<file path="config.mk">
export PLATFORM = sky130hd
export DESIGN_NAME = video_pattern_gen
export DESIGN_NICKNAME = d
export VERILOG_FILES = /design/src/rtl/vpg_pkg.sv /design/src/rtl/vpg_timing.sv /design/src/rtl/video_pattern_gen.sv
export SDC_FILE = /design/constraint.sdc
export NUM_CORES = 1
export LEC_CHECK = 0
export BUFFER_PORTS_ARGS = -buffer_cell sky130_fd_sc_hd__clkbuf_2
export CAP_MARGIN = 0
export CORE_MARGIN = 4
export CORE_UTILIZATION = 60
export DETAILED_ROUTE_END_ITERATION = 10
export HOLD_SLACK_MARGIN = 0.05
export PLACE_DENSITY = 0.79
export SYNTH_ARGS = -nofsm -noshare
export SYNTH_HDL_FRONTEND = slang
export SYNTH_SLANG_ARGS = --single-unit
</file>
<file path="constraint.sdc">
create_clock -name vpg_clk_i -period 5.3 [get_ports vpg_clk_i]
set_clock_uncertainty 0.2 [all_clocks]
set_input_delay 1.06 -clock vpg_clk_i [delete_from_list [all_inputs] [get_ports vpg_clk_i]]
set_output_delay 1.06 -clock vpg_clk_i [all_outputs]
set_load 0.005 [all_outputs]
</file>
<file path="src/rtl/vpg_pkg.sv">
// Shared definitions for the video pattern generator: pattern mode
// encodings and the colour-bar palette in one-bit-per-channel form.
package vpg_pkg;

    typedef enum logic [2:0] {
        VPG_BARS  = 3'd0,
        VPG_RAMP  = 3'd1,
        VPG_GRID  = 3'd2,
        VPG_SOLID = 3'd3,
        VPG_BOX   = 3'd4
    } vpg_mode_e;

    // Bars left to right, {R,G,B}; each bit expands to a full-scale channel.
    localparam logic [2:0] BAR_RGB [8] = '{
        3'b111,   // white
        3'b110,   // yellow
        3'b011,   // cyan
        3'b010,   // green
        3'b101,   // magenta
        3'b100,   // red
        3'b001,   // blue
        3'b000    // black
    };

endpackage

</file>
<file path="src/rtl/vpg_timing.sv">
// Raster timing core: pixel/line counters with registered hs/vs/de/sof.
// Counters park at the frame origin while disabled, so a rising enable
// always begins a fresh frame. The raw counters and a few decoded flags
// are exported so a pattern stage can stay aligned with the sync outputs.
module vpg_timing #(
    parameter int H_ACTIVE = 1280,
    parameter int H_FP     = 110,
    parameter int H_SYNC   = 40,
    parameter int H_BP     = 220,
    parameter int V_ACTIVE = 720,
    parameter int V_FP     = 5,
    parameter int V_SYNC   = 5,
    parameter int V_BP     = 20,
    parameter bit HS_POL   = 1'b1,
    parameter bit VS_POL   = 1'b1,
    parameter int HW       = $clog2(H_ACTIVE + H_FP + H_SYNC + H_BP + 1),
    parameter int VW       = $clog2(V_ACTIVE + V_FP + V_SYNC + V_BP + 1)
) (
    input  logic          clk,
    input  logic          rst_n,
    input  logic          en,
    output logic [HW-1:0] hcnt,
    output logic [VW-1:0] vcnt,
    output logic          active,
    output logic          line_last,
    output logic          frame_first,
    output logic          frame_last,
    output logic          hs,
    output logic          vs,
    output logic          de,
    output logic          sof
);

    localparam int H_TOTAL = H_ACTIVE + H_FP + H_SYNC + H_BP;
    localparam int V_TOTAL = V_ACTIVE + V_FP + V_SYNC + V_BP;

    localparam logic [HW-1:0] H_LAST = HW'(H_TOTAL - 1);
    localparam logic [HW-1:0] H_ACT  = HW'(H_ACTIVE);
    localparam logic [HW-1:0] H_SS   = HW'(H_ACTIVE + H_FP);
    localparam logic [HW-1:0] H_SE   = HW'(H_ACTIVE + H_FP + H_SYNC);
    localparam logic [VW-1:0] V_LAST = VW'(V_TOTAL - 1);
    localparam logic [VW-1:0] V_ACT  = VW'(V_ACTIVE);
    localparam logic [VW-1:0] V_SS   = VW'(V_ACTIVE + V_FP);
    localparam logic [VW-1:0] V_SE   = VW'(V_ACTIVE + V_FP + V_SYNC);

    logic hs_act;
    logic vs_act;

    assign line_last   = (hcnt == H_LAST);
    assign frame_first = (hcnt == '0) && (vcnt == '0);
    assign frame_last  = line_last && (vcnt == V_LAST);
    assign active      = (hcnt < H_ACT) && (vcnt < V_ACT);
    assign hs_act      = (hcnt >= H_SS) && (hcnt < H_SE);
    assign vs_act      = (vcnt >= V_SS) && (vcnt < V_SE);

    // Pixel and line counters; held at the origin while disabled.
    always_ff @(posedge clk or negedge rst_n) begin
        if (!rst_n) begin
            hcnt <= '0;
            vcnt <= '0;
        end else if (!en) begin
            hcnt <= '0;
            vcnt <= '0;
        end else begin
            hcnt <= line_last ? '0 : hcnt + 1'b1;
            if (line_last)
                vcnt <= (vcnt == V_LAST) ? '0 : vcnt + 1'b1;
        end
    end

    // Registered sync decode, one stage behind the counters.
    always_ff @(posedge clk or negedge rst_n) begin
        if (!rst_n) begin
            hs  <= ~HS_POL;
            vs  <= ~VS_POL;
            de  <= 1'b0;
            sof <= 1'b0;
        end else if (!en) begin
            hs  <= ~HS_POL;
            vs  <= ~VS_POL;
            de  <= 1'b0;
            sof <= 1'b0;
        end else begin
            hs  <= hs_act ? HS_POL : ~HS_POL;
            vs  <= vs_act ? VS_POL : ~VS_POL;
            de  <= active;
            sof <= frame_first;
        end
    end

endmodule

</file>
<file path="src/rtl/video_pattern_gen.sv">
// Parametrised raster timing plus RGB test-pattern generator.
// Mode and solid colour are captured at the frame origin so a frame is
// never mixed; the box animation and frame count advance on the last
// cycle of every frame regardless of the selected pattern.
module video_pattern_gen
    import vpg_pkg::*;
#(
    parameter int H_ACTIVE = 1280,
    parameter int H_FP     = 110,
    parameter int H_SYNC   = 40,
    parameter int H_BP     = 220,
    parameter int V_ACTIVE = 720,
    parameter int V_FP     = 5,
    parameter int V_SYNC   = 5,
    parameter int V_BP     = 20,
    parameter bit HS_POL   = 1'b1,
    parameter bit VS_POL   = 1'b1,
    parameter int DATA_W   = 8,
    parameter int GRID     = 32,
    parameter int BOX      = 64
) (
    input  logic                vpg_clk_i,
    input  logic                vpg_rstn_i,
    input  logic                vpg_en_i,
    input  logic [2:0]          vpg_mode_i,
    input  logic [3*DATA_W-1:0] vpg_solid_i,
    output logic                vpg_vs_o,
    output logic                vpg_hs_o,
    output logic                vpg_de_o,
    output logic [3*DATA_W-1:0] vpg_data_o,
    output logic                vpg_sof_o,
    output logic [15:0]         vpg_frame_cnt_o
);

    localparam int H_TOTAL = H_ACTIVE + H_FP + H_SYNC + H_BP;
    localparam int V_TOTAL = V_ACTIVE + V_FP + V_SYNC + V_BP;
    localparam int HW      = $clog2(H_TOTAL + 1);
    localparam int VW      = $clog2(V_TOTAL + 1);
    localparam int GW      = $clog2(GRID + 1);
    localparam int BAR_W   = H_ACTIVE / 8;

    localparam logic [GW-1:0] G_LAST = GW'(GRID - 1);
    localparam logic [HW-1:0] BX_MAX = HW'(H_ACTIVE - BOX);
    localparam logic [VW-1:0] BY_MAX = VW'(V_ACTIVE - BOX);

    function automatic logic [3*DATA_W-1:0] expand(input logic [2:0] c);
        return {{DATA_W{c[2]}}, {DATA_W{c[1]}}, {DATA_W{c[0]}}};
    endfunction

    logic [1:0]          rst_sync;
    logic                rst_n;
    logic [HW-1:0]       hcnt;
    logic [VW-1:0]       vcnt;
    logic                active, line_last, frame_first, frame_last, latch;
    vpg_mode_e           mode_q, mode_eff;
    logic [3*DATA_W-1:0] solid_q, solid_eff, pix, data_q;
    logic [GW-1:0]       gx, gy;
    logic [HW-1:0]       box_x;
    logic [VW-1:0]       box_y;
    logic                dx, dy, in_box;
    logic [2:0]          bar_idx;
    logic [15:0]         frame_cnt;
    int                  xi, yi, bxi, byi;

    // Reset synchroniser: assertion is immediate, release waits two clocks.
    always_ff @(posedge vpg_clk_i or negedge vpg_rstn_i) begin
        if (!vpg_rstn_i) rst_sync <= 2'b00;
        else             rst_sync <= {rst_sync[0], 1'b1};
    end
    assign rst_n = rst_sync[1];

    vpg_timing #(
        .H_ACTIVE(H_ACTIVE), .H_FP(H_FP), .H_SYNC(H_SYNC), .H_BP(H_BP),
        .V_ACTIVE(V_ACTIVE), .V_FP(V_FP), .V_SYNC(V_SYNC), .V_BP(V_BP),
        .HS_POL(HS_POL), .VS_POL(VS_POL), .HW(HW), .VW(VW)
    ) u_timing (
        .clk(vpg_clk_i), .rst_n(rst_n), .en(vpg_en_i),
        .hcnt(hcnt), .vcnt(vcnt), .active(active), .line_last(line_last),
        .frame_first(frame_first), .frame_last(frame_last),
        .hs(vpg_hs_o), .vs(vpg_vs_o), .de(vpg_de_o), .sof(vpg_sof_o)
    );

    // The origin pixel must already use the newly sampled settings.
    assign latch     = vpg_en_i && frame_first;
    assign mode_eff  = latch ? vpg_mode_e'(vpg_mode_i) : mode_q;
    assign solid_eff = latch ? vpg_solid_i : solid_q;

    // Capture mode and solid colour once per frame at the origin.
    always_ff @(posedge vpg_clk_i or negedge rst_n) begin
        if (!rst_n) begin
            mode_q  <= VPG_BARS;
            solid_q <= '0;
        end else if (latch) begin
            mode_q  <= vpg_mode_e'(vpg_mode_i);
            solid_q <= vpg_solid_i;
        end
    end

    // Grid phase counters track hcnt/vcnt modulo GRID without a divider.
    always_ff @(posedge vpg_clk_i or negedge rst_n) begin
        if (!rst_n) begin
            gx <= '0;
            gy <= '0;
        end else if (!vpg_en_i) begin
            gx <= '0;
            gy <= '0;
        end else begin
            gx <= (line_last || gx == G_LAST) ? '0 : gx + 1'b1;
            if (line_last)
                gy <= (frame_last || gy == G_LAST) ? '0 : gy + 1'b1;
        end
    end

    // Box bounce and frame count, stepped on the last cycle of each frame.
    always_ff @(posedge vpg_clk_i or negedge rst_n) begin
        if (!rst_n) begin
            box_x     <= '0;
            box_y     <= '0;
            dx        <= 1'b1;
            dy        <= 1'b1;
            frame_cnt <= '0;
        end else if (vpg_en_i && frame_last) begin
            frame_cnt <= frame_cnt + 16'd1;
            if (dx) begin
                if (box_x == BX_MAX) dx <= 1'b0;
                else                 box_x <= box_x + 1'b1;
            end else begin
                if (box_x == '0) dx <= 1'b1;
                else             box_x <= box_x - 1'b1;
            end
            if (dy) begin
                if (box_y == BY_MAX) dy <= 1'b0;
                else                 box_y <= box_y + 1'b1;
            end else begin
                if (box_y == '0) dy <= 1'b1;
                else             box_y <= box_y - 1'b1;
            end
        end
    end

    assign xi     = int'(hcnt);
    assign yi     = int'(vcnt);
    assign bxi    = int'(box_x);
    assign byi    = int'(box_y);
    assign in_box = (xi >= bxi) && (xi < bxi + BOX) && (yi >= byi) && (yi < byi + BOX);

    // Bar index from constant boundaries; remainder pixels fall in the last bar.
    always_comb begin
        bar_idx = '0;
        for (int k = 1; k < 8; k++)
            if (xi >= k * BAR_W) bar_idx = 3'(k);
    end

    // Pattern select for the current counter position.
    always_comb begin
        pix = '0;
        case (mode_eff)
            VPG_BARS:  pix = expand(BAR_RGB[bar_idx]);
            VPG_RAMP:  pix = {3{xi[DATA_W-1:0]}};
            VPG_GRID:  pix = (gx == '0 || gy == '0) ? '1 : '0;
            VPG_SOLID: pix = solid_eff;
            VPG_BOX:   pix = in_box ? '1 : solid_eff;
            default:   pix = '0;
        endcase
    end

    // Pixel register, blanked outside the active area.
    always_ff @(posedge vpg_clk_i or negedge rst_n) begin
        if (!rst_n) data_q <= '0;
        else        data_q <= (vpg_en_i && active) ? pix : '0;
    end

    assign vpg_data_o      = data_q;
    assign vpg_frame_cnt_o = frame_cnt;

endmodule
</file>
==> results_dict.tcl <==
set metrics [dict create \
    synth_edf_count 0 \
    fin_crit_ns 3.79 \
    synthCells 816 \
    switchingPower_uw 731 \
    relSlewSlack_pct 33.5 \
    path_cells "inv_1 > ha_1 > or4bb_1 > or3_4 > nor2_4 > buf_4 > mux2_2 > or3b_2 > nor2_1 > a21oi_1" \
    synth_compound_area_share_pct 15.8 \
    cp-start-kind "flop" \
    syn-num-nets 912 \
    cp-end-kind "flop" \
    clock_tree.root_cell "clkbuf_16" \
    fin_crit_sh_pct 71.6 \
    clock_latency_ns 0.43 \
    dr.pass1.iters 5 \
    whs_ns 0.154 \
    slowest_stage "or4bb_1" \
    tns_ns 0 \
    p_leak_uw 0.00426 \
    hp-class "flop to flop" \
    p_sw_share_pct 26.8 \
    yosys.area.top_type_share_pct 40.3 \
    ios 74 \
    wl_per_cell_um 17.5 \
    fmax_mhz 264 \
    start_util_pct 62.0 \
    synth_cell_types 70 \
    track_usage_pct 25.5 \
    cts_tree "done" \
    yosysWarningCount 0 \
    vias_per_cell 6.04 \
    area_growth_pct 13.5 \
    cts_hold_buffers 0 \
    syn_area_um2 7890 \
    synthXorXnorAreaFrac_pct 5.66 \
    die_h_um 123 \
    clk_path_buf_depth 2 \
    async_reset_ff_share_pct 100 \
    p_comb_share_pct 14.2 \
    synth_ff_type "dfrtp_1" \
    placed_area_um2 8350 \
    post-cts-setup-buffers 0 \
    antennaDiodeCount 0 \
    seqPwrFrac_pct 41.6 \
    drv_slew 0 \
    maxCapViolCount 0 \
    synthTopCellsByArea "dfrtp_1 (40%), ha_1 (10%), mux2_2 (4.1%)" \
    clk_pin_slew_ns 0.06 \
    intPower_uw 1990 \
    critPathArrivalTime_ns 3.86 \
    peakVddDrop_mv 0.250 \
    cts_made_buffers 17 \
    design.core.area_um2 12700 \
    gr-total-overflow 0 \
    portBuffers 73 \
    ant_nets 0 \
    critical_path.top_delay_family "simple AND/OR/NAND/NOR gates" \
    synth_top_area_cell "dfrtp_1" \
    max_stage_delay_ns 0.58 \
    drc 0 \
    final_area_um2 8950 \
    ctsResizeCount 0 \
    synth-simple-area-share_pct 18.0 \
    finalSetupViolations 0 \
    hold_violations 0 \
    num_rows 41 \
    clock_sinks 129 \
    power_density_nw_per_um2 304 \
    ys_ff_latch 129 \
    hpwl_um 13200 \
    status "finished, final reports clean" \
    tightest_slew_ns 0.998 \
    globalplace.congestion 0.901 \
    yosysSeqAreaShare_pct 41.0 \
    grt_max_degree 78 \
    critPathKind "flop to flop" \
    p_clk_share_pct 44.2 \
    avgSynthCellArea_um2 9.66 \
    required_ns 5.37 \
    vias 6435 \
    die_w_um 123 \
    grt_pass1_vias 6354 \
    cp_max_fo 23 \
    layout.nets 977 \
    drive_gt1_share_pct 18.3 \
    drt_iter0_drc 522 \
    antenna_found_initial 0 \
    worst-path-buf-inv 2 \
    synth_top_family_by_area "simple AND/OR/NAND/NOR gates" \
    grt_pass1_wl_um 30600 \
    wl_um 18600 \
    rsz0062_at_grt "false" \
    synth_fa_ha_area_share_pct 10.8 \
    die-area_um2 15000 \
    synthMuxAreaShare_pct 4.89 \
    htreeDepth 4 \
]
## final timing paths
| check | start | to | slack, ns | cells past startpoint |
|---|---|---|---|---|
| worst max-delay path | u_timing.vcnt[0] | vpg_data_o[2] | 1.51 | 10 |
| worst min-delay path | rst_sync[0] | rst_sync[1] | 0.15 | 0 |
| worst max register to register | u_timing.vcnt[0] | vpg_data_o[2] | 1.51 | 10 |
| worst min register to register | rst_sync[0] | rst_sync[1] | 0.15 | 0 |
| max in group asynchronous | rst_sync[1] | gx[0] | 3.38 | 1 |
| min in group asynchronous | vpg_rstn_i | rst_sync[1] | 0.20 | 1 |
## sequential cells by signal (all words and copies together), names as in the netlist, 3 cells and up
name	count
u_timing.hcnt	11
vpg_data_o	24
u_timing.vcnt	10
box_x	11
mode_q	3
gy	6
box_y	10
gx	6
solid_q	24
vpg_frame_cnt_o	16
## cell families after synthesis
logic type,after synthesis
XOR/XNOR,51
adder cells (fa/ha/maj),67
buffers and inverters,73
other,1
AO/OA/AOI/OAI,194
multiplexers,34
flip-flops,129
AND/OR/NAND/NOR,267
## Yosys cell counts, drive strengths merged, types with 3 or more instances
cell type	number
dfrtp	127
nand2	70
ha	64
o21ai	58
nor2	57
inv	43
a21oi	37
xnor2	32
mux2	30
nand3	19
xor2	19
clkbuf	17
nor2b	16
nor3	16
nand4	15
and3	14
a31oi	13
buf	13
a21o	10
a21boi	9
a41oi	9
or4	9
nor3b	8
o21a	8
a22oi	7
or3	7
or3b	7
a211oi	6
o21bai	6
o22ai	6
nand2b	5
nand3b	5
and2	4
mux2i	4
o31ai	4
a211o	3
a221oi	3
nor4	3
or2	3
## through the flow
| step | cells | utilization, % | total power, µW | setup WS [ns] |
|---|---|---|---|---|
| 3_5_place_dp | 1034 | 65.6 | 1530 | 1.13 |
| 4_1_cts | 1065 | 70.4 | 2730 | 1.55 |
| 5_1_grt | 1065 | 70.4 | 2820 | 1.34 |
| 2_1_floorplan | 816 | - | 1400 | 1.24 |
| 3_3_place_gp | 1034 | 65.6 | 1500 | 1.31 |
| 6_report | 1065 | 70.4 | 2720 | 1.51 |
## layer usage
| metal | GRT usage, % | vias up | wire [µm] |
|---|---|---|---|
| met3 | 4.24 | 30 | 881 |
| met1 | 32.5 | 3169 | 7970 |
| met2 | 43.7 | 166 | 9430 |
| met4 | 9.52 | 0 | 360 |
| met5 | 0 | - | 0 |
| li1 | - | 3070 | - |
## power groups by stage
stage | clock network [µW] | logic [µW] | registers, µW
final | 1200 | 386 | 1130
after global routing | 1260 | 421 | 1140
after global placement | 0 | 357 | 1150
after detailed placement | 0 | 376 | 1150
after CTS | 1210 | 381 | 1130
after floorplan | 0 | 254 | 1140
## cell usage in the layout, fill, tap and decap left out, drive strengths merged, types with 10 or more instances in the layout
cell type / netlist / routed
mux2: 30 / 30
xor2: 19 / 19
nand4: 15 / 15
a31oi: 13 / 13
nand2: 70 / 70
clkbuf: 17 / 90
nand3: 19 / 19
nor2b: 16 / 16
and3: 14 / 14
nor3: 16 / 16
a21oi: 37 / 37
inv: 43 / 47
o21ai: 58 / 58
a21o: 10 / 10
dfrtp: 127 / 127
ha: 64 / 64
nor2: 57 / 57
xnor2: 32 / 32
## area by class of cell
cell class	instances	area (µm²)
fillers	955	3770
multi-input cells	614	4350
repair buffers	76	388
inverters	43	161
clock buffers	17	425
clock inverters	14	181
flip-flops and latches	129	3230
well taps	172	215
No activity file was read; power rests on OpenSTA's default activity.
